`config.mk`:
```
export PLATFORM = sky130hd
export DESIGN_NAME = pcie_rx_tlp_demux
export DESIGN_NICKNAME = d
export VERILOG_FILES = /design/src/rtl/pcie_rx_tlp_demux_pkg.sv /design/src/rtl/pcie_rx_tlp_demux_axis_register.sv /design/src/rtl/pcie_rx_tlp_demux.sv
export SDC_FILE = /design/constraint.sdc
export NUM_CORES = 1
export LEC_CHECK = 0
export ABC_AREA = 1
export BUFFER_PORTS_ARGS = -buffer_cell sky130_fd_sc_hd__buf_4
export CAP_MARGIN = 20
export CORE_UTILIZATION = 32
export CTS_CLUSTER_DIAMETER = 30
export DETAILED_ROUTE_END_ITERATION = 10
export GPL_ROUTABILITY_DRIVEN = 0
export PLACE_DENSITY = 0.58
export SLEW_MARGIN = 10
export SYNTH_ARGS = -nofsm -noshare
export SYNTH_HDL_FRONTEND = slang
export SYNTH_HIERARCHICAL = 1
export SYNTH_SLANG_ARGS = --single-unit
```
`constraint.sdc`:
```
create_clock -name clk -period 2.7 [get_ports clk]
set_clock_uncertainty 0.05 [all_clocks]
set_input_delay 0 -clock clk [delete_from_list [all_inputs] [get_ports clk]]
set_output_delay 0 -clock clk [all_outputs]
set_load 0.05 [all_outputs]
```
`src/rtl/pcie_rx_tlp_demux_pkg.sv`:
```
// pcie_rx_tlp_demux_pkg: shared types and constants for the PCIe RX TLP demux.
package ofs_fim_pcie_rx_demux_pkg;
  localparam int AXIS_PCIE_DW    = 64;
  localparam int AXIS_PCIE_RX_UW = 8;

  typedef struct packed {
    logic                       tvalid;
    logic [AXIS_PCIE_DW-1:0]    tdata;
    logic                       tlast;
    logic [AXIS_PCIE_RX_UW-1:0] tuser;
  } t_axis_pcie_rx;

  typedef enum logic [1:0] {SOP, FWD_REQ, FWD_CPL, DISCARD} t_rx_demux_state;
  typedef enum logic [1:0] {REQ, CPL, DROP} t_tlp_class;

  localparam logic [3:0] TLP_TYPE_CPL_MSB4 = 4'b0101;
  localparam logic [3:0] TLP_TYPE_MEM_MSB4 = 4'b0000;

  // The low type bit only distinguishes the locked variants, so it is ignored.
  function automatic t_tlp_class tlp_decode(input logic [4:0] typ);
    return typ[4:1] == TLP_TYPE_CPL_MSB4 ? CPL : typ[4:1] == TLP_TYPE_MEM_MSB4 ? REQ : DROP;
  endfunction
endpackage

```
`src/rtl/pcie_rx_tlp_demux_axis_register.sv`:
```
// ofs_fim_axis_register: AXIS register slice; MODE 0 is a full-throughput skid buffer, other modes bypass.
module ofs_fim_axis_register #(
  parameter int MODE           = 0,
  parameter bit TREADY_RST_VAL = 1'b0,
  parameter bit ENABLE_TLAST   = 1'b1,
  parameter bit ENABLE_TUSER   = 1'b1,
  parameter int TDATA_WIDTH    = 64,
  parameter int TUSER_WIDTH    = 8
) (
  input  logic                   clk,
  input  logic                   rst_n,
  output logic                   s_tready,
  input  logic                   s_tvalid,
  input  logic [TDATA_WIDTH-1:0] s_tdata,
  input  logic                   s_tlast,
  input  logic [TUSER_WIDTH-1:0] s_tuser,
  input  logic                   m_tready,
  output logic                   m_tvalid,
  output logic [TDATA_WIDTH-1:0] m_tdata,
  output logic                   m_tlast,
  output logic [TUSER_WIDTH-1:0] m_tuser
);
  localparam int W = TDATA_WIDTH + 1 + TUSER_WIDTH;
  logic [W-1:0] s_pl, m_pl;
  assign s_pl = {s_tdata, ENABLE_TLAST ? s_tlast : 1'b0, ENABLE_TUSER ? s_tuser : {TUSER_WIDTH{1'b0}}};
  assign {m_tdata, m_tlast, m_tuser} = m_pl;
  if (MODE == 0) begin : g_skid
    logic out_v_q, out_v_d, sk_v_q, sk_v_d, rdy_q, pop, acc;
    logic [W-1:0] out_q, out_d, sk_q, sk_d;
    // Output stage reloads when empty or drained; a beat arriving while it stalls parks in the skid slot.
    always_comb begin
      pop     = m_tready | ~out_v_q;
      acc     = s_tvalid & rdy_q;
      out_v_d = pop ? (sk_v_q | acc) : out_v_q;
      out_d   = pop ? (sk_v_q ? sk_q : s_pl) : out_q;
      sk_v_d  = pop ? 1'b0 : (sk_v_q | acc);
      sk_d    = (!pop && acc) ? s_pl : sk_q;
    end
    // Registered ready is the inverse of skid occupancy, so it never depends on m_tready combinationally.
    always_ff @(posedge clk or negedge rst_n) begin
      if (!rst_n) begin
        out_v_q <= 1'b0;
        sk_v_q  <= 1'b0;
        rdy_q   <= TREADY_RST_VAL;
        out_q   <= '0;
        sk_q    <= '0;
      end else begin
        out_v_q <= out_v_d;
        sk_v_q  <= sk_v_d;
        rdy_q   <= ~sk_v_d;
        out_q   <= out_d;
        sk_q    <= sk_d;
      end
    end
    assign s_tready = rdy_q;
    assign m_tvalid = out_v_q;
    assign m_pl     = out_q;
  end else begin : g_bypass
    assign s_tready = m_tready;
    assign m_tvalid = s_tvalid;
    assign m_pl     = s_pl;
  end
endmodule

```
`src/rtl/pcie_rx_tlp_demux.sv`:
```
// pcie_rx_tlp_demux: routes RX TLPs to request/completion streams by header type; optional stats via PCIE_RX_DEMUX_STATS_EN.
module pcie_rx_tlp_demux
  import ofs_fim_pcie_rx_demux_pkg::*;
#(
  parameter bit TREADY_RST_VAL = 1'b0
) (
  input  logic          clk,
  input  logic          rst_n,
  input  t_axis_pcie_rx s_if,
  output logic          s_if_tready,
  output t_axis_pcie_rx m_req_if,
  input  logic          m_req_tready,
  output t_axis_pcie_rx m_cpl_if,
  input  logic          m_cpl_tready,
  output logic [31:0]   req_pkt_cnt,
  output logic [31:0]   cpl_pkt_cnt,
  output logic [31:0]   drop_pkt_cnt
);
  t_rx_demux_state state_q, state_d;
  t_tlp_class      tgt;
  logic            hs, sel_rdy;
  logic [1:0]      sk_vin, sk_rdy, m_rdy, m_v, m_l;
  logic [1:0][AXIS_PCIE_DW-1:0]    m_d;
  logic [1:0][AXIS_PCIE_RX_UW-1:0] m_u;

  // Target is decoded live from the SOP beat and latched into the state for the rest of the packet.
  always_comb begin
    tgt         = state_q == FWD_REQ ? REQ : state_q == FWD_CPL ? CPL : state_q == DISCARD ? DROP : tlp_decode(s_if.tdata[28:24]);
    sel_rdy     = tgt == REQ ? sk_rdy[0] : tgt == CPL ? sk_rdy[1] : 1'b1;
    s_if_tready = rst_n ? sel_rdy : TREADY_RST_VAL;
    hs          = s_if.tvalid & s_if_tready;
    sk_vin      = {s_if.tvalid & (tgt == CPL), s_if.tvalid & (tgt == REQ)};
    state_d     = !hs ? state_q : s_if.tlast ? SOP : tgt == REQ ? FWD_REQ : tgt == CPL ? FWD_CPL : DISCARD;
  end

  // Packet-state register; reset mid-packet forces the next valid beat to be decoded as a header.
  always_ff @(posedge clk or negedge rst_n) begin
    if (!rst_n) state_q <= SOP;
    else        state_q <= state_d;
  end

  assign m_rdy = {m_cpl_tready, m_req_tready};
  for (genvar g = 0; g < 2; g++) begin : g_sk
    ofs_fim_axis_register #(
      .MODE(0), .TREADY_RST_VAL(TREADY_RST_VAL), .ENABLE_TLAST(1'b1), .ENABLE_TUSER(1'b1),
      .TDATA_WIDTH(AXIS_PCIE_DW), .TUSER_WIDTH(AXIS_PCIE_RX_UW)
    ) u_reg (
      .clk, .rst_n,
      .s_tready(sk_rdy[g]), .s_tvalid(sk_vin[g]), .s_tdata(s_if.tdata), .s_tlast(s_if.tlast), .s_tuser(s_if.tuser),
      .m_tready(m_rdy[g]), .m_tvalid(m_v[g]), .m_tdata(m_d[g]), .m_tlast(m_l[g]), .m_tuser(m_u[g])
    );
  end
  assign m_req_if = {m_v[0], m_d[0], m_l[0], m_u[0]};
  assign m_cpl_if = {m_v[1], m_d[1], m_l[1], m_u[1]};

`ifdef PCIE_RX_DEMUX_STATS_EN
  logic [31:0] req_cnt_q, cpl_cnt_q, drop_cnt_q;
  logic        sop_hs;
  assign sop_hs = hs & (state_q == SOP);
  // Saturating per-class packet counters, bumped once per accepted header beat.
  always_ff @(posedge clk or negedge rst_n) begin
    if (!rst_n) begin
      req_cnt_q  <= '0;
      cpl_cnt_q  <= '0;
      drop_cnt_q <= '0;
    end else begin
      if (sop_hs && tgt == REQ && ~&req_cnt_q)   req_cnt_q  <= req_cnt_q + 32'd1;
      if (sop_hs && tgt == CPL && ~&cpl_cnt_q)   cpl_cnt_q  <= cpl_cnt_q + 32'd1;
      if (sop_hs && tgt == DROP && ~&drop_cnt_q) drop_cnt_q <= drop_cnt_q + 32'd1;
    end
  end
  assign req_pkt_cnt  = req_cnt_q;
  assign cpl_pkt_cnt  = cpl_cnt_q;
  assign drop_pkt_cnt = drop_cnt_q;
`else
  assign req_pkt_cnt  = '0;
  assign cpl_pkt_cnt  = '0;
  assign drop_pkt_cnt = '0;
`endif
endmodule

```
# ---- Word-level counts from Yosys, hierarchy flattened
# Cells that the tools add are included.
dict set report totals {
  regBits 300
  out_inout_bits 245
  elab_cells 50
}
dict set report op_classes {
  eq_ne 5
  muxes 15
  bitwise 13
  n_reduce_logical 6
}
# op n
set ops {}
lappend ops {{$mux 73} 2}
lappend ops {{$mux 2} 7}
lappend ops {{$mux 1} 6}
lappend ops {{$and 1x1->1} 5}
lappend ops {{$eq 2x1->1 const B} 2}
lappend ops {{$eq 2x2->1 const B} 2}
lappend ops {{$eq 4x3->1 const B} 1}
lappend ops {{$logic_not 4->1} 1}
lappend ops {{$not 1->1} 4}
lappend ops {{$or 1x1->1} 4}
lappend ops {{$logic_and 1x1->1} 2}
lappend ops {{$logic_not 1->1} 2}
lappend ops {{$logic_not 2->1} 1}

# ---- Longest topological paths before layout
dict set report depth {
  word_depth 12
  depth_mapped 12
  depth_no_buf 11
}

# ---- Hierarchy
# The synthesis kept the hierarchy.
# module n_inst cells_per_inst area_each_um2
set modules_own_cells {}
lappend modules_own_cells {ofs_fim_axis_register 2 945 7046.8}
lappend modules_own_cells {pcie_rx_tlp_demux 1 130 913.4}

# ---- Worst setup path after synthesis
# No wires, ideal clock.
dict set report synth_timing {
  path_kind {register -> register}
  startpoint {register g_sk[0].u_reg.g_skid.out_v_q}
  endpoint {register g_sk[0].u_reg.g_skid.out_q[23]}
  setup_ns 0.066
  t_arrival_ns 1.327
  required_time_ns 2.584
  setup_slack_ns 1.258
  path_stages_with_launch 7
  n_path_buf 2
  cell_sequence {dfrtp_1 -> inv_1 -> nor2_4 -> buf_4 -> buf_2 -> nand2_1 -> nand2_1}
}
dict set report synth_between {
  elab_chain_cells 2
}
# item line_no
set synth_rtl {}
lappend synth_rtl {{from (decl)} pcie_rx_tlp_demux_axis_register.sv:28} ;# logic out_v_q, out_v_d, sk_v_q, sk_v_d, rdy_q, pop, acc;
lappend synth_rtl {{from (signal assigned)} pcie_rx_tlp_demux_axis_register.sv:48} ;# out_v_q <= out_v_d;
lappend synth_rtl {{$not 1->1} pcie_rx_tlp_demux_axis_register.sv:32} ;# pop = m_tready | ~out_v_q;
lappend synth_rtl {{$or 1x1->1} pcie_rx_tlp_demux_axis_register.sv:32}
lappend synth_rtl {{to (signal assigned)} pcie_rx_tlp_demux_axis_register.sv:51} ;# out_q <= out_d;
lappend synth_rtl {{to (decl)} pcie_rx_tlp_demux_axis_register.sv:29} ;# logic [W-1:0] out_q, out_d, sk_q, sk_d;
# Every way passes these cells.
# A chain may end at the register's enable or synchronous reset.

# ---- Worst setup path after layout
dict set report layout_timing {
  startpoint {register state_q[1]}
  endpoint {register g_sk[1].u_reg.g_skid.sk_q[11]}
}
dict set report layout_between {
  elab_chain_cells 8
  word_cells_on_any_way 10
  cone_classes {eq/ne: 4; mux: 3; bitwise: 2; reduce/logical: 1}
}
# item line_no
set layout_rtl {}
lappend layout_rtl {{from (decl)} pcie_rx_tlp_demux.sv:19} ;# t_rx_demux_state state_q, state_d;
lappend layout_rtl {{from (signal assigned)} pcie_rx_tlp_demux.sv:39} ;# else state_q <= state_d;
lappend layout_rtl {{$eq 2x2->1} pcie_rx_tlp_demux.sv:28} ;# tgt = state_q == FWD_REQ ? REQ : state_q == FWD_CPL ? CPL : state_q == DISCARD ? DROP : tlp_decode(s_if.tdata[ ...
lappend layout_rtl {{$mux 2 (2 in a row)} pcie_rx_tlp_demux.sv:28}
lappend layout_rtl {{$mux 2 *} pcie_rx_tlp_demux.sv:28}
lappend layout_rtl {{$eq 2x1->1 *} pcie_rx_tlp_demux.sv:32} ;# sk_vin = {s_if.tvalid & (tgt == CPL), s_if.tvalid & (tgt == REQ)};
lappend layout_rtl {{$and 1x1->1 *} pcie_rx_tlp_demux.sv:32}
lappend layout_rtl {{via sk_vin[1]} pcie_rx_tlp_demux.sv:22} ;# logic [1:0] sk_vin, sk_rdy, m_rdy, m_v, m_l;
lappend layout_rtl {{$and 1x1->1 *} pcie_rx_tlp_demux_axis_register.sv:33} ;# acc = s_tvalid & rdy_q;
lappend layout_rtl {{$logic_and 1x1->1 *} pcie_rx_tlp_demux_axis_register.sv:37} ;# sk_d = (!pop && acc) ? s_pl : sk_q;
lappend layout_rtl {{to (signal assigned)} pcie_rx_tlp_demux_axis_register.sv:52} ;# sk_q <= sk_d;
lappend layout_rtl {{to (decl)} pcie_rx_tlp_demux_axis_register.sv:29}
# The timed path passes the listed nets; every way through them passes the cells marked *.

==> summary.md <==
After synthesis, the largest family of logic cells by area is simple AND/OR/NAND/NOR gates. Global routing finished with a remaining overflow of 0. The tree is rooted in a sky130_fd_sc_hd__clkbuf_16.

The placement-stage cell area was 16,650 sq um. The count of pins over their slew limit is 0. Share of the cycle needed by the critical path after routing: 0.7831. The maximum frequency from static timing analysis is 473.0 MHz. The tools report the startpoint of the worst hold path as m_req_tready. After detailed routing, the total wire length is 44,630 um.

The sequential fraction of the synthesis area is 0.5003, and the first-pass iteration count of the detailed router is 5. The area growth from synthesis to layout is 36.23%. The peak fanout along the critical path was 73; the peak ir drop on the vdd network was 0.5888 mV. The xor/xnor share of the synthesized area is 0. The reported max-cap violation count was 0; the number of global-route vias before repair was 13,340. The die covers 47,770 sq um. Clock tree synthesis found a total of 300 sinks. The number of instances in the synthesized netlist is 2,020.

Entering global routing, the biggest net connects 147 pins. The run gives 0 as the final number of hold-violating endpoints. The yosys synthesis warning count is 6, and the die extent in x is 218.6 um. The starting density of the core was 0.3279; the critical path arrival was 2580 ps. Depth of the most critical reg-to-reg path: 9. The detailed router placed 13,140 vias in this run. Counting distinct cell types in the post-synthesis netlist gives 17.

After detailed routing, the number of vias per cell comes to 4.402. The logs give 590 ps for the worst setup slack for register-to-register paths and 15,010 sq um for the cell area after synthesis. Row generation in the floorplan step produced 78 rows. For this run, the slowest stage of the critical path takes 700 ps.

The half-perimeter wire length after placement is 25,090 um, and the static leakage is 11.35 nW. The slowest stage of the critical path belongs to the cell sky130_fd_sc_hd__buf_4. Total of cells resized after clock tree synthesis: 0. Fraction of final layout cells with drive strength greater than 1: 0.1674. The floorplan step set the die height to 218.6 um. The global-route wire length before repair is 71,560 um. In this design, the largest share of critical-path delay is due to buffers and inverters. Power spread over the standard cell area amounts to 1075 nW/um^2.

Dividing the synthesized area by the synthesized cell count gives 7.429 sq um. The average detailed-routed wire length per instance was 14.96 um; the total negative slack for setup checks was 0 ps. The number of DRC violations after detailed routing came out at 0.

Number of antenna violations at the first check in global routing: 1. The category of the worst setup path capture point was a register. TritonCTS built the clock tree. The worst register-to-register path begins at state_q[1].

The global-route total usage across every layer is 0.1907, and the multiplexer share of the synthesized area is 0. Setup repair after global routing left no endpoint under its margin. The endpoint identified for the worst register-to-register timing path is g_sk[1].u_reg/g_skid.sk_q[11]. The worst setup path is launched from a register.

Summing all non-filler instances in the final layout gives an area of 20,440 sq um. The synthesized-area fraction occupied by ao, oa, aoi and oai cells works out to 0.001334. The minimum clock period was 2114 ps.

Class of the tightest hold or removal check: primary input to register. The clock passes through at most 3 buffers. The number of buffers and inverters on the critical path is 3. Setup violations remaining at the end of the flow were counted as 0. The core region is 45,770 sq um. For the worst-case headroom to the max-slew limit, the log shows 0.3094.

After the last flow step, the layout net total stands at 2,392. The H-tree was split into 3 levels. The run finished with clean final reports. Worst-skew pair later-pin latency: 600 ps. The number of top-level pins was 323; the number of cells on the worst hold path was 5. In this run the remaining antenna-violating nets after routing total 0. The setup path with the least slack is of type register to register. The worst hold path terminates at g_sk[0].u_reg/g_skid.out_q[34].

The number of flip-flops and latches in the synthesized netlist came out at 300. Clock-pin slew was measured on the worst setup and hold paths at 40 ps. The number of clock buffers added by TritonCTS is 81.

The critical path depth is 9, and the DRC violation total after the first TritonRoute iteration is 837. At the worst endpoint, the required time is 3170 ps. Share of synthesized cell area in full adder, half adder and majority cells: 0. Pin slew with the least headroom to its limit: 1036 ps. The count of buffers added on input and output ports is 226. The fraction of the mapped netlist area in simple logic gates works out to 0.3276. Traced cell by cell, the critical path runs through inv_1 -> nand2_2 -> nand2_2 -> nor2_1 -> nand2_1 -> clkinv_2 -> buf_4 -> nand3_1 -> nand2_1.
## metal layers
metal	global-route usage	up-vias	share of wire
li1	-	6460	-
met1	0.2440	6210	0.45
met2	0.3167	401	0.48
met3	0.03897	64	0.057
met4	0.06900	0	0.018
met5	0	-	0
## cell usage in the layout (no fill, tap or decap), types with 3 or more instances in the layout
cell type / instances
sky130_fd_sc_hd__clkinv_8: 3
sky130_fd_sc_hd__dfrtp_1: 298
sky130_fd_sc_hd__dlygate4sd3_1: 79
sky130_fd_sc_hd__inv_1: 303
sky130_fd_sc_hd__nand2_1: 887
sky130_fd_sc_hd__nand2_4: 4
sky130_fd_sc_hd__nand3_1: 297
sky130_fd_sc_hd__clkinvlp_4: 7
sky130_fd_sc_hd__a21oi_1: 4
sky130_fd_sc_hd__bufinv_16: 16
sky130_fd_sc_hd__clkbuf_1: 13
sky130_fd_sc_hd__clkinv_2: 19
sky130_fd_sc_hd__buf_4: 235
sky130_fd_sc_hd__clkinv_4: 3
sky130_fd_sc_hd__buf_12: 6
sky130_fd_sc_hd__clkbuf_8: 10
sky130_fd_sc_hd__clkbuf_16: 81
sky130_fd_sc_hd__nor2_1: 5
sky130_fd_sc_hd__conb_1: 96
## cell type report
class / count / area [sq um]
fill: 4549 / 25330
timing repair buffer: 322 / 2718
sequential: 300 / 7515
multi-input combinational: 1301 / 5321
antenna: 1 / 2.502
clock inverter: 48 / 762.0
clock buffer: 104 / 2213
tap: 600 / 750.7
inverter: 308 / 1161
## state kept, by name, indices dropped and copies added, names as in the netlist
name / flops
g_sk.u_reg/g_skid.sk_v_q: 2
g_sk.u_reg/g_skid.sk_q: 146
g_sk.u_reg/g_skid.out_q: 146
g_sk.u_reg/m_tvalid: 2
state_q: 2
g_sk.u_reg/s_tready: 2
## what timing repair did
item | in CTS | in global routing
endpoints found under the hold margin | 600 | 0
setup endpoints to repair | 0 | 0
setup buffers | 0 | 0
hold buffers | 80 | 0
## worst max-delay path by stage
| stage | slack (ps) | start | endpoint |
|---|---|---|---|
| finish | 590 | state_q[1] | g_sk[1].u_reg/g_skid.sk_q[11] |
| global route | 420 | state_q[0] | g_sk[0].u_reg/g_skid.sk_q[17] |
| CTS | 630 | state_q[1] | g_sk[1].u_reg/g_skid.sk_q[27] |
| detailed placement | 690 | state_q[1] | g_sk[1].u_reg/g_skid.sk_q[60] |
| global placement | 710 | state_q[1] | g_sk[1].u_reg/g_skid.sk_q[34] |
| floorplan | 1260 | g_sk[0].u_reg/m_tvalid | g_sk[0].u_reg/g_skid.out_q[23] |
## logic make-up (layout without fill, tap and decap cells)
| logic type | Yosys count | in the layout |
|---|---|---|
| buffers and inverters | 514 | 782 |
| other | 1 | 97 |
| and+or+nand+nor | 1201 | 1201 |
| DFF | 300 | 300 |
| AOI/OAI and AO/OA | 4 | 4 |
## power by group
group          switching (mW)  internal, mW
combinational            3.46          1.45
sequential              0.803          5.91
clock                    3.02          7.33
total                    7.29          14.7
## through the flow
step	hold WS [ps]	worst slack [ps]	utilization	power (mW)	instances
finish	32.17	585.7	0.4466	21.98	2984
global route	67.36	416.6	0.4466	23.14	2984
CTS	24.50	632.0	0.4466	22.21	2983
detailed placement	-79.90	694.0	0.3637	11.60	2751
global placement	-86.58	708.0	0.3637	11.48	2751
floorplan	-345.6	1258	-	10.22	2115
## Yosys cell counts (all sizes together)
master    n  share of area
inv     308          0.077
dfrtp   300           0.50
nor2      9         0.0036
nand3   297          0.099
nand3b    1        0.00050
nand2   893           0.22
nand4     1        0.00042
conb      1        0.00025
clkbuf    4         0.0010
buf     202          0.093
a21oi     4         0.0013
## worst reg2reg max path: stages (launching register included)
cell                       delay, ps
sky130_fd_sc_hd__dfrtp_1         370
sky130_fd_sc_hd__inv_1            80
sky130_fd_sc_hd__nand2_2         100
sky130_fd_sc_hd__nand2_2          70
sky130_fd_sc_hd__nor2_1           80
sky130_fd_sc_hd__nand2_1         100
sky130_fd_sc_hd__clkinv_2         90
sky130_fd_sc_hd__buf_4           700
sky130_fd_sc_hd__nand3_1         270
sky130_fd_sc_hd__nand2_1         110
Note: power is estimated with default switching activity, not from simulation.
